--- src/rtl/des_pkg.sv ---
// des_pkg: shared DES permutation tables, key-shift schedule and rotate helpers.
// Latency: none (constants and pure functions only).
// Backpressure: not applicable.
//
// Table entries use FIPS 46-3 numbering: each entry is the 1-based source bit,
// where bit 1 is the MSB of the source vector.
package des_pkg;

  typedef enum logic {
    ST_IDLE = 1'b0,
    ST_RUN  = 1'b1
  } ks_state_t;

  // PC-1: 64-bit key -> 56-bit C||D (first 28 entries form C, last 28 form D).
  localparam int PC1_TBL [56] = '{
    57, 49, 41, 33, 25, 17,  9,
     1, 58, 50, 42, 34, 26, 18,
    10,  2, 59, 51, 43, 35, 27,
    19, 11,  3, 60, 52, 44, 36,
    63, 55, 47, 39, 31, 23, 15,
     7, 62, 54, 46, 38, 30, 22,
    14,  6, 61, 53, 45, 37, 29,
    21, 13,  5, 28, 20, 12,  4
  };

  // PC-2: 56-bit C||D -> 48-bit round subkey.
  localparam int PC2_TBL [48] = '{
    14, 17, 11, 24,  1,  5,
     3, 28, 15,  6, 21, 10,
    23, 19, 12,  4, 26,  8,
    16,  7, 27, 20, 13,  2,
    41, 52, 31, 37, 47, 55,
    30, 40, 51, 45, 33, 48,
    44, 49, 39, 56, 34, 53,
    46, 42, 50, 36, 29, 32
  };

  // Left-rotation amount applied to C and D before round 1..16.
  localparam int SHIFT_SCHED [16] = '{
    1, 1, 2, 2, 2, 2, 2, 2, 1, 2, 2, 2, 2, 2, 2, 1
  };

  // Every schedule entry is 1 or 2, so a single select bit drives the rotators.
  function automatic logic shift_is_two(input logic [3:0] idx);
    return (SHIFT_SCHED[idx] == 2);
  endfunction

  function automatic logic [27:0] rol28(input logic [27:0] x, input logic two);
    return two ? {x[25:0], x[27:26]} : {x[26:0], x[27]};
  endfunction

  function automatic logic [27:0] ror28(input logic [27:0] x, input logic two);
    return two ? {x[1:0], x[27:2]} : {x[0], x[27:1]};
  endfunction

endpackage

--- src/rtl/des_pc2.sv ---
// des_pc2: DES permuted choice 2, 56-bit C||D to 48-bit round subkey.
// Latency: combinational, zero cycles.
// Backpressure: none; pure wiring.
//
// Ports:
//   cd     [55:0] C in [55:28], D in [27:0]; FIPS bit 1 = cd[55]
//   subkey [47:0] PC-2 output; FIPS bit 1 = subkey[47]
module des_pc2
  import des_pkg::*;
(
  input  logic [55:0] cd,
  output logic [47:0] subkey
);

  for (genvar i = 0; i < 48; i++) begin : g_pc2
    assign subkey[47-i] = cd[56-PC2_TBL[i]];
  end

  // PC-2 drops C/D bits 9, 18, 22, 25, 35, 38, 43 and 54.
  logic unused_cd;
  assign unused_cd = ^{cd[47], cd[38], cd[34], cd[31], cd[21], cd[18], cd[13], cd[2]};

endmodule

--- src/rtl/des_key_sched.sv ---
// des_key_sched: emits the 16 DES round subkeys, forward (encrypt) or reverse (decrypt).
// Latency: first subkey valid 1 cycle after i_start is sampled in IDLE; one subkey per handshake.
// Backpressure: valid/ready; C/D, o_round and o_subkey hold while i_ready is low.
//
// Ports:
//   i_clk, i_rst_n       clock (rising edge), async active-low reset
//   i_start, i_key,      start request with 64-bit key (FIPS bit 1 = i_key[63])
//   i_decrypt            and direction, all sampled only in IDLE
//   i_ready, i_abort     consumer accept, synchronous abort of a running sequence
//   o_subkey, o_round    current subkey (PC-2 of C/D) and its index 0..15 = K1..K16
//   o_valid, o_busy      both high while in RUN
//   o_done               one-cycle pulse after the 16th subkey is accepted
module des_key_sched
  import des_pkg::*;
(
  input  logic        i_clk,
  input  logic        i_rst_n,
  input  logic        i_start,
  input  logic [63:0] i_key,
  input  logic        i_decrypt,
  input  logic        i_ready,
  input  logic        i_abort,
  output logic [47:0] o_subkey,
  output logic        o_valid,
  output logic [3:0]  o_round,
  output logic        o_busy,
  output logic        o_done
);

  ks_state_t   state;
  logic [27:0] c_reg;
  logic [27:0] d_reg;
  logic [3:0]  step;        // accepted handshakes in the current sequence
  logic        dec_mode;
  logic        done_pulse;

  // PC-1 of the incoming key.
  logic [55:0] pc1_cd;
  for (genvar i = 0; i < 56; i++) begin : g_pc1
    assign pc1_cd[55-i] = i_key[64-PC1_TBL[i]];
  end

  // Parity bits 8, 16, .., 64 never reach the schedule.
  logic unused_parity;
  assign unused_parity = ^{i_key[56], i_key[48], i_key[40], i_key[32],
                           i_key[24], i_key[16], i_key[8],  i_key[0]};

  // Rotation for the handshake that leaves the current step. Encrypt walks the
  // schedule forward from entry 1 (entry 0 was applied at load); decrypt walks
  // it backwards from entry 15 and undoes each left rotation with a right one.
  logic rot_two;
  always_comb begin
    rot_two = 1'b0;
    if (dec_mode) begin
      rot_two = shift_is_two(4'd15 - step);
    end else begin
      rot_two = shift_is_two(step + 4'd1);
    end
  end

  always_ff @(posedge i_clk or negedge i_rst_n) begin
    if (!i_rst_n) begin
      state      <= ST_IDLE;
      c_reg      <= '0;
      d_reg      <= '0;
      step       <= '0;
      dec_mode   <= 1'b0;
      done_pulse <= 1'b0;
    end else begin
      done_pulse <= 1'b0;
      case (state)
        ST_IDLE: begin
          if (i_start) begin
            dec_mode <= i_decrypt;
            step     <= '0;
            state    <= ST_RUN;
            // C0/D0 already gives K16 because the full schedule rotates by 28.
            if (i_decrypt) begin
              c_reg <= pc1_cd[55:28];
              d_reg <= pc1_cd[27:0];
            end else begin
              c_reg <= rol28(pc1_cd[55:28], shift_is_two(4'd0));
              d_reg <= rol28(pc1_cd[27:0],  shift_is_two(4'd0));
            end
          end
        end
        ST_RUN: begin
          if (i_abort) begin
            state <= ST_IDLE;
            step  <= '0;
          end else if (i_ready) begin
            if (step == 4'd15) begin
              state      <= ST_IDLE;
              step       <= '0;
              done_pulse <= 1'b1;
            end else begin
              step <= step + 4'd1;
              if (dec_mode) begin
                c_reg <= ror28(c_reg, rot_two);
                d_reg <= ror28(d_reg, rot_two);
              end else begin
                c_reg <= rol28(c_reg, rot_two);
                d_reg <= rol28(d_reg, rot_two);
              end
            end
          end
        end
        default: state <= ST_IDLE;
      endcase
    end
  end

  des_pc2 u_pc2 (
    .cd     ({c_reg, d_reg}),
    .subkey (o_subkey)
  );

  assign o_valid = (state == ST_RUN);
  assign o_busy  = (state == ST_RUN);
  assign o_done  = done_pulse;
  assign o_round = (state == ST_RUN) ? (dec_mode ? (4'd15 - step) : step) : 4'd0;

endmodule

--- config.mk ---
export PLATFORM = sky130hd
export DESIGN_NAME = des_key_sched
export DESIGN_NICKNAME = d
export VERILOG_FILES = /design/src/rtl/des_pkg.sv /design/src/rtl/des_pc2.sv /design/src/rtl/des_key_sched.sv
export SDC_FILE = /design/constraint.sdc
export NUM_CORES = 1
export LEC_CHECK = 0
export ABC_CLOCK_PERIOD_IN_PS = 2900
export CORE_MARGIN = 3
export CORE_UTILIZATION = 45
export DETAILED_ROUTE_END_ITERATION = 8
export HOLD_SLACK_MARGIN = 0.12
export PLACE_DENSITY = 0.76
export SLEW_MARGIN = 20
export SYNTH_ARGS = -nofsm -noshare
export SYNTH_HDL_FRONTEND = slang
export SYNTH_SLANG_ARGS = --single-unit
--- constraint.sdc ---
create_clock -name i_clk -period 2.9 [get_ports i_clk]
set_input_delay 0.58 -clock i_clk [delete_from_list [all_inputs] [get_ports i_clk]]
set_output_delay 0.58 -clock i_clk [all_outputs]
set_load 0.005 [all_outputs]
# Yosys cells after proc, flatten, opt, wreduce, memory -nomap -nowiden

Memory sizes are Yosys's and may differ from the RTL's.
Index checks and enable logic that the tools add are counted.

Multiplexer cells: 39
Bitwise gates (word level): 3
Reductions and logical operators: 3
$add $sub $neg: 2
Equality and inequality tests: 8
Order comparisons: 2

Operators with widths:

| cell                                                                    | count |
|---|---|
| 28-bit two-way mux                                                      | 16 |
| 32-bit two-way mux                                                      | 4 |
| 28-bit case mux with 2 select lines                                     | 2 |
| 32-bit by 3-bit equality test with 1-bit output (second input constant) | 2 |
| 4-bit two-way mux                                                       | 6 |
| 5-bit >= comparator (second input constant)                             | 2 |
| 4-bit NOT with 5-bit output                                             | 2 |
| 1-bit two-way mux                                                       | 9 |
| 2-bit inequality test (second input constant)                           | 4 |
| 4-bit case mux with 2 select lines                                      | 1 |
| 4-bit by 1-bit adder with 4-bit output (second input constant)          | 1 |
| 4-bit equality test (second input constant)                             | 1 |
| 2-bit AND reduction                                                     | 2 |
| 4-bit AND reduction                                                     | 1 |
| 4-bit subtractor (first input constant)                                 | 1 |
| 3-bit inequality test (second input constant)                           | 1 |
| 1-bit case mux with 2 select lines                                      | 1 |
| 1-bit NOT                                                               | 1 |

ROM bits: 1,024
Output and inout bits: 55
Logic and storage cells: 65
Input port bits: 70
Memories kept: 2
Flip-flop bits (word level): 63

Memory list:

| name            | depth | bits a word | rd ports | clocked after memory_dff | write ports | line          | text |
|---|---|---|---|---|---|---|---|
| (no name shown) | 16    | 32          | 1        | 0                        | 0           | des_pkg.sv:45 | `return (SHIFT_SCHED[idx] == 2);` |
| (no name shown) | 16    | 32          | 1        | 0                        | 0           | des_pkg.sv:45 |  |

# Depth between registers and ports, before layout

Gate-level depths: netlist (run 1).

Depth in word-level cells: 13
Gate-level depth with buffers: 9
Mapped depth without buffers: 7

# By module

Synthesis (run 1) repeated with hierarchy kept, for this count alone.

Cells, all modules: 559
Area, all modules: 5,470.2 µm²

Modules (own cells, without submodules):

| module        | sequential area each (µm²) | times used | cells an instance | area an instance (µm²) |
|---|---|---|---|---|
| des_key_sched | 1,576.5                    | 1          | 511               | 5,109.9 |
| des_pc2       | 0.0                        | 1          | 48                | 360.3 |

# Least setup slack after synthesis (run 1)

OpenSTA, ideal clock, no wires.

Path type: reg2reg
Start point: register step[0]
End point: register d_reg[26]
Stages on the path, launching flop included: 10
Setup time: 0.083 ns
Data required time: 2.817 ns
Arrival: 2.196 ns
Path slack: 0.622 ns
Buffers on the path: 2
Period minus slack after synthesis: 2.278 ns
Path through: dfrtp_1 inv_1 ha_1 or4_1 o41ai_1 or4_1 buf_2 buf_2 o21ai_0 o21ai_0

Word-level cells in the longest chain between the ends: 13
Elaborated cells on any way between the ends: 23
Those cells by class: 2 x add/sub; 4 x eq/ne; 12 x mux; 2 x bitwise; 1 x reduce/logical; 2 x memory

Ends and longest elaborated chain:

| what                                                                              | line                                     | text |
|---|---|---|
| from (decl)                                                                       | des_key_sched.sv:33                      | `logic [3:0] step;` |
| from (signal assigned)                                                            | des_key_sched.sv:97                      | `step <= step + 4'd1;` |
| 4-bit by 1-bit adder with 4-bit output / 4-bit subtractor (equally long branches) | des_key_sched.sv:57, des_key_sched.sv:55 |  |
| 4-bit NOT with 5-bit output (implied by the code)                                 | des_pkg.sv:45                            |  |
| memory read 16 x 32 bit                                                           | -                                        |  |
| 32-bit two-way mux (implied by the code) (2 in a row)                             | des_pkg.sv:45                            |  |
| 32-bit by 3-bit equality test with 1-bit output                                   | des_pkg.sv:45                            |  |
| 1-bit two-way mux                                                                 | des_key_sched.sv:54                      | `if (dec_mode) begin` |
| 28-bit two-way mux, on equally long branches                                      | des_pkg.sv:49, des_pkg.sv:53             |  |
| 28-bit two-way mux                                                                | des_key_sched.sv:98                      | `if (dec_mode) begin` |
| 28-bit two-way mux                                                                | des_key_sched.sv:92                      | `if (step == 4'd15) begin` |
| 28-bit two-way mux                                                                | des_key_sched.sv:91                      | `end else if (i_ready) begin` |
| 28-bit two-way mux                                                                | des_key_sched.sv:88                      | `if (i_abort) begin` |
| 28-bit case mux with 2 select lines                                               | des_key_sched.sv:71                      | `case (state)` |
| to (signal assigned)                                                              | des_key_sched.sv:80                      | `d_reg <= pc1_cd[27:0];` |
| to (signal assigned)                                                              | des_key_sched.sv:100                     | `d_reg <= ror28(d_reg, rot_two);` |
| to (signal assigned)                                                              | des_key_sched.sv:103                     | `d_reg <= rol28(d_reg, rot_two);` |
| to (decl)                                                                         | des_key_sched.sv:32                      | `logic [27:0] d_reg;` |

Parallel ways exist; a longest one is shown, timed or not. The select of a mux whose other input is x is not followed.
A chain may end at the register's enable or synchronous reset.

# Worst setup path after layout (run 1)

Start point: register step[1]
End point: register c_reg[12]

Word-level cells in the longest chain between the ends: 13
Elaborated cells on any way between the ends: 23
Those cells by class: 2 x add/sub; 4 x eq/ne; 12 x mux; 2 x bitwise; 1 x reduce/logical; 2 x memory

Ends and longest elaborated chain:

| what                                                                              | line                                     | text |
|---|---|---|
| 4-bit by 1-bit adder with 4-bit output / 4-bit subtractor (equally long branches) | des_key_sched.sv:57, des_key_sched.sv:55 |  |
| 4-bit NOT with 5-bit output (implied by the code)                                 | des_pkg.sv:45                            |  |
| memory read 16 x 32 bit                                                           | -                                        |  |
| 32-bit two-way mux (implied by the code) (2 in a row)                             | des_pkg.sv:45                            |  |
| 32-bit by 3-bit equality test with 1-bit output                                   | des_pkg.sv:45                            |  |
| 1-bit two-way mux                                                                 | des_key_sched.sv:54                      |  |
| 28-bit two-way mux, on equally long branches                                      | des_pkg.sv:49, des_pkg.sv:53             |  |
| 28-bit two-way mux                                                                | des_key_sched.sv:98                      |  |
| 28-bit two-way mux                                                                | des_key_sched.sv:92                      |  |
| 28-bit two-way mux                                                                | des_key_sched.sv:91                      |  |
| 28-bit two-way mux                                                                | des_key_sched.sv:88                      |  |
| 28-bit case mux with 2 select lines                                               | des_key_sched.sv:71                      |  |
| to (signal assigned)                                                              | des_key_sched.sv:79                      | `c_reg <= pc1_cd[55:28];` |
| to (signal assigned)                                                              | des_key_sched.sv:99                      | `c_reg <= ror28(c_reg, rot_two);` |
| to (signal assigned)                                                              | des_key_sched.sv:102                     | `c_reg <= rol28(c_reg, rot_two);` |
| to (decl)                                                                         | des_key_sched.sv:31                      | `logic [27:0] c_reg;` |

Parallel ways exist; a longest one is shown, timed or not. The select of a mux whose other input is x is not followed.

==> flow_metrics.py, run 1 <==
metrics = {
    "floorplan": {
        "initial_core_util_pct": 47.4,
        "fp.coreArea_mm2": 0.0112,
        "num_io_pins": 125,
        "row_count": 38,
        "die_y_um": 114,
        "die_w_um": 114,
        "die_area_mm2": 0.0131,
    },
    "timing": {
        "final.setup_skew_ns": 0.00403,
        "final.setup.tns_ns": 0,
        "hold_viol": 0,
        "fin_ws_ns": 0.191,
        "finalMaxSlewViolations": 0,
        "relSlewSlack_pct": 39.3,
        "rsz0062_at_grt": "no",
        "setup_viol": 0,
        "fin_crit_sh_pct": 93.4,
        "worstMarginPinSlew_ns": 0.905,
        "fin_crit_ns": 2.71,
        "fmax_mhz": 369,
    },
    "critical_path": {
        "arrival_ns": 2.89,
        "r2r_cells": 7,
        "end_kind": "register",
        "critPathKind": "reg -> reg",
        "worstPathRequired_ns": 3.08,
        "crit_path_start_kind": "register",
        "r2r-end": "c_reg[12]",
        "r2r_slack_ns": 0.19,
        "path_max_fanout": 56,
        "r2r_start": "step[1]",
    },
    "routing": {
        "vias": 4958,
        "drt_iter0_drc": 322,
        "drc": 0,
        "drt-total-wl_mm": 14.4,
        "routed_via_density": 6.21,
        "wl_per_cell_um": 18.1,
        "antenna_left": 0,
        "dr.pass1.iters": 4,
    },
    "placed_design": {
        "dp_cells": 784,
        "dp_slack_ns": 0.239,
        "gp_congestion": 0.835,
        "port_buffers": 116,
        "hpwlAfterDp_mm": 9.60,
    },
    "min_path": {
        "hp-class": "in -> async",
    },
    "clocking": {
        "htreeDepth": 3,
        "ctsResizeCount": 0,
        "clock-sinks": 63,
        "postCtsSetupRepairBufs": 0,
        "tritoncts": "done",
        "ctsLongestPathBuffers": 2,
        "cts_buffers": 9,
        "cts-root-buf": "clkbuf_16",
        "clkTransAtPathRegs_ns": 0.05,
        "clk_latency_ns": 0.32,
        "cts-hold-fix-buffers": 0,
    },
    "synthesis": {
        "synth_cell_type_count": 38,
        "synth_seq_cells": 63,
        "ys.flop_type": "dfrtp_1",
        "netlist_area_mm2": 0.00529,
        "async_reset_ff_share_pct": 100,
        "avgSynthCellArea_um2": 8.50,
        "syn_nets": 699,
        "synth_warnings": 0,
        "synth_edf_count": 0,
        "yosysSeqAreaShare_pct": 29.8,
        "syn_inst": 623,
    },
    "grt": {
        "track_usage_pct": 21.7,
        "grt_antenna_before_repair": 1,
        "grt_pass1_vias": 4657,
        "grt_max_degree": 58,
        "grt_pass1_wl_mm": 23.4,
        "grt-ovfl-total": 0,
    },
    "power_and_ir_drop": {
        "p_seq_share_pct": 36.4,
        "pwr-share-clk_pct": 23.4,
        "total_power_uw": 4170,
        "p_leak_uw": 0.00258,
        "p_int_uw": 2670,
        "ir_worst_vdd_uv": 303,
        "swShare_pct": 36.0,
        "power.density_mw_per_mm2": 647,
        "p_comb_share_pct": 40.2,
        "switchingPower_uw": 1500,
    },
    "layout": {
        "final_cells": 798,
        "final_nets": 731,
        "syn_to_final_growth_pct": 21.8,
        "fin_util_pct": 57.7,
        "layout_commonest_cell": "clkdlybuf4s50_1",
        "nFillCells": 997,
        "diodes": 0,
        "most-common-layout-cells": "clkdlybuf4s50_1 (114), o21ai_0 (76), dfrtp_1 (63), nor2_1 (60), o22ai_1 (57)",
        "drive_gt1_share_pct": 7.90,
    },
    "run_status": {
        "status": "complete, no violations",
    },
    "run": {
        "maxCapViolations": 0,
    },
}
## cells in the mapped netlist, drive strengths merged, types with 2 or more instances
cell	number	share of area [%]
a21oi	2	0.19
a31oi	56	6.6
and2	4	0.47
buf	72	9.7
clkbuf	37	2.6
dfrtp	63	30
ha	6	1.4
inv	4	0.28
mux2	57	12
mux2i	56	11
nand2	4	0.28
nand2b	3	0.35
nor2	61	4.3
o21ai	116	11
o22ai	57	6.7
o31ai	2	0.28
or2	2	0.24
or3	2	0.24
or4	2	0.28
xor2	4	0.66
## critical path, cell delays in order (launching register included)
cell	delay (ns)
dfrtp_1	0.54
ha_1	0.38
nor3b_1	0.22
o41ai_1	0.15
or4_2	0.72
buf_12	0.23
o22ai_1	0.16
o21ai_0	0.15
## power by group through the flow
stage	registers, uW	clock network [uW]	logic (uW)
after detailed placement	1510	0	1670
after global placement	1510	0	1630
after global routing	1560	1030	1840
final	1520	978	1680
after floorplan	1370	0	1210
after CTS	1500	992	1680
## cells by family after synthesis
logic type / count (synthesis) / synth area share (%)
multiplexers: 113 / 22.7
buffers and inverters: 113 / 12.6
XOR/XNOR: 4 / 0.662
flip-flops: 63 / 29.8
adder cells (fa/ha/maj): 6 / 1.42
AND/OR/NAND/NOR: 85 / 7.07
AO/OA/AOI/OAI: 239 / 25.8
## routing by layer
metal	part of all wire [%]	track usage [%]
met1	43	29.1
met2	46	35.2
met3	9.1	4.81
met4	1.4	6.41
met5	0.12	0
## layout make-up
| class | count | area, um2 | share of cell area, % |
|---|---|---|---|
| multi-input combinational | 447 | 3080 | 47.8 |
| clock buffer | 13 | 260 | 4.04 |
| inverter | 4 | 15.0 | 0.233 |
| tap | 140 | 175 | 2.72 |
| sequential | 63 | 1580 | 24.5 |
| timing repair buffer | 130 | 1330 | 20.7 |
| clock inverter | 1 | 5.00 | 0.0776 |
## metrics by stage
stage | instance area (um2) | hold slack [ns]
final | 6450 | 0.195
after floorplan | 5290 | 0.284
after global routing | 6450 | 0.213
after CTS | 6450 | 0.197
after detailed placement | 6180 | 0.536
after global placement | 6180 | 0.535
## how the worst max path moves through the flow
stage | slack [ns] | start | end | cells past startpoint
after floorplan | 0.62 | step[0] | d_reg[26] | 9
after global placement | 0.29 | step[1] | c_reg[5] | 7
after detailed placement | 0.24 | step[1] | c_reg[6] | 7
after CTS | 0.20 | step[1] | c_reg[12] | 7
after global routing | 0.002 | step[1] | c_reg[1] | 7
final | 0.19 | step[1] | c_reg[12] | 7
No activity file was read; power rests on OpenSTA's default activity.
==> run 2, diff against run 1 <==
--- a/config.mk
+++ b/config.mk
@@ -9,8 +9,9 @@
 export CORE_MARGIN = 3
 export CORE_UTILIZATION = 45
 export DETAILED_ROUTE_END_ITERATION = 8
+export DONT_BUFFER_PORTS = 1
 export HOLD_SLACK_MARGIN = 0.12
-export PLACE_DENSITY = 0.76
+export PLACE_DENSITY = 0.63
 export SLEW_MARGIN = 20
 export SYNTH_ARGS = -nofsm -noshare
 export SYNTH_HDL_FRONTEND = slang
==> run 2 against run 1 <==
Sequential power is 5% higher; hold slack worse by 0.084 ns; cell count is 15% lower; critical endpoint is now d_reg[20]; flip-flop and latch count is the same; non-clock buffer count down 121; final area decreased by 19%.
==> flow_metrics.py, run 2 (synthesis results as in run 1) <==
metrics = {
    "routing": {
        "vias": 4489,
        "antenna_left": 0,
        "dr.pass1.iters": 5,
        "wl_per_cell_um": 21.3,
        "drc": 0,
        "drt_iter0_drc": 342,
        "routed_via_density": 6.61,
        "drt-total-wl_mm": 14.4,
    },
    "clocking": {
        "cts_buffers": 9,
        "cts-hold-fix-buffers": 1,
        "ctsLongestPathBuffers": 2,
        "tritoncts": "done",
        "clkTransAtPathRegs_ns": 0.05,
        "clk_latency_ns": 0.34,
        "cts-root-buf": "clkbuf_16",
        "clock-sinks": 63,
        "postCtsSetupRepairBufs": 0,
        "ctsResizeCount": 0,
        "htreeDepth": 3,
    },
    "critical_path": {
        "critPathKind": "reg -> reg",
        "path_max_fanout": 56,
        "arrival_ns": 2.89,
        "crit_chain": "ha_1, nor3b_1, o41ai_1, or4_2, buf_12, o22ai_1, o21ai_1",
        "cpMaxStageDelayCell": "or4_2",
        "end_kind": "register",
        "worstPathRequired_ns": 3.12,
        "critPathMaxStageDelay_ns": 0.71,
        "crit_path_start_kind": "register",
    },
    "power_and_ir_drop": {
        "switchingPower_uw": 1460,
        "swShare_pct": 39.3,
        "pwr-share-clk_pct": 28.2,
        "p_leak_uw": 0.00212,
        "p_comb_share_pct": 29.0,
        "power.density_mw_per_mm2": 706,
        "p_seq_share_pct": 42.8,
        "ir_worst_vdd_uv": 516,
        "p_int_uw": 2250,
    },
    "grt": {
        "grt_pass1_vias": 4481,
        "track_usage_pct": 22.1,
        "grt_pass1_wl_mm": 23.2,
        "grt-ovfl-total": 0,
        "grt_antenna_before_repair": 0,
        "grt_max_degree": 64,
    },
    "timing": {
        "relSlewSlack_pct": 53.9,
        "rsz0062_at_grt": "no",
        "fin_crit_sh_pct": 92.1,
        "final.setup_skew_ns": 0.00434,
        "final.setup.tns_ns": 0,
        "hold_viol": 0,
        "setup_viol": 0,
        "holdWs_ns": 0.111,
        "fin_crit_ns": 2.67,
        "finalMaxSlewViolations": 0,
        "fmax_mhz": 374,
        "worstMarginPinSlew_ns": 0.692,
    },
    "layout": {
        "multi_input_area_mm2": 0.00308,
        "postLayoutCellArea_mm2": 0.00525,
        "nFillCells": 1103,
        "diodes": 0,
        "drive_gt1_share_pct": 9.28,
        "final_nets": 610,
        "layout_commonest_cell": "o21ai_0",
        "regArea_mm2": 0.00158,
        "syn_to_final_growth_pct": -0.851,
        "most-common-layout-cells": "o21ai_0 (76), dfrtp_1 (63), nor2_1 (60), o22ai_1 (57)",
    },
    "floorplan": {
        "row_count": 38,
        "die_area_mm2": 0.0131,
        "die_w_um": 114,
        "die_y_um": 114,
        "initial_core_util_pct": 47.4,
        "num_io_pins": 125,
        "fp.coreArea_mm2": 0.0112,
    },
    "placed_design": {
        "hpwlAfterDp_mm": 8.74,
        "dpl_cell_area_mm2": 0.00493,
        "port_buffers": 0,
        "gp_congestion": 0.796,
    },
    "min_path": {
        "hp-class": "in -> async",
    },
    "run": {
        "maxCapViolations": 0,
    },
    "run_status": {
        "status": "complete, no violations",
    },
}
## run 2: cell types whose count changed in the layout (fill, tap and decap cells not counted), sizes merged
cell / previous run / this run
clkbuf: 13 / 11
clkinv: 2 / 5
buf: 16 / 9
clkdlybuf4s50: 114 / 0
inv: 3 / 4
## run 2: power by group through the flow
stage | Clock, uW | Combinational (uW) | Sequential (uW)
3_5_place_dp | 0 | 1040 | 1600
4_1_cts | 1070 | 1070 | 1580
6_report | 1040 | 1080 | 1590
3_3_place_gp | 0 | 1020 | 1590
5_1_grt | 1100 | 1210 | 1640
2_1_floorplan | 0 | 1210 | 1370
## run 2: final cells by class
cell class                      instances  share of cell area (%)
Clock buffer                           11                    4.82
Clock inverter                          5                   0.620
Inverter                                4                   0.286
Multi-Input combinational cell        447                    58.8
Sequential cell                        63                    30.0
Tap cell                              140                    3.34
Timing Repair Buffer                    9                    2.15
## run 2: routing by layer
layer	vias up	global-route usage, %	routed length [um]
met2	186	36.4	6930
li1	2095	-	-
met1	2196	27.4	6020
met5	-	0	0
met3	12	6.45	1330
met4	0	7.84	158
## run 2: path summary, 6_finish.rpt
check	startpoint	to	slack (ns)	cells past startpoint
min in group i_clk	i_decrypt	dec_mode	0.42	1
worst max-delay path	step[1]	d_reg[20]	0.23	7
worst min-delay path	i_rst_n	c_reg[6]	0.11	1
max in group asynchronous	i_rst_n	d_reg[1]	2.49	1
worst min register to register	c_reg[6]	c_reg[6]	0.59	2
worst max register to register	step[1]	d_reg[20]	0.23	7
## run 2: critical path, delay by kind of cell, from the launching register on
kind,cells,cell delay [ns]
and+or+nand+nor,2,0.93
DFF,1,0.54
AOI/OAI and AO/OA,3,0.44
adders and majority gates,1,0.39
buffers and inverters,1,0.22
## run 2: through the flow
| stage | power, uW | instances | setup slack, ns | utilization [%] |
|---|---|---|---|---|
| floorplan | 2580 | 623 | 0.622 | - |
| global placement | 2610 | 662 | 0.305 | 44.2 |
| detailed placement | 2640 | 662 | 0.261 | 44.2 |
| CTS | 3720 | 679 | 0.256 | 47.0 |
| global route | 3950 | 679 | 0.0292 | 47.0 |
| finish | 3710 | 679 | 0.229 | 47.0 |
==> run 3, diff against run 2 <==
--- a/config.mk
+++ b/config.mk
@@ -6,6 +6,7 @@
 export NUM_CORES = 1
 export LEC_CHECK = 0
 export ABC_CLOCK_PERIOD_IN_PS = 2900
+export CAP_MARGIN = 5
 export CORE_MARGIN = 3
 export CORE_UTILIZATION = 45
 export DETAILED_ROUTE_END_ITERATION = 8
==> results of run 3 <==
Final layout, timing and power as in run 2 (identical DEF).
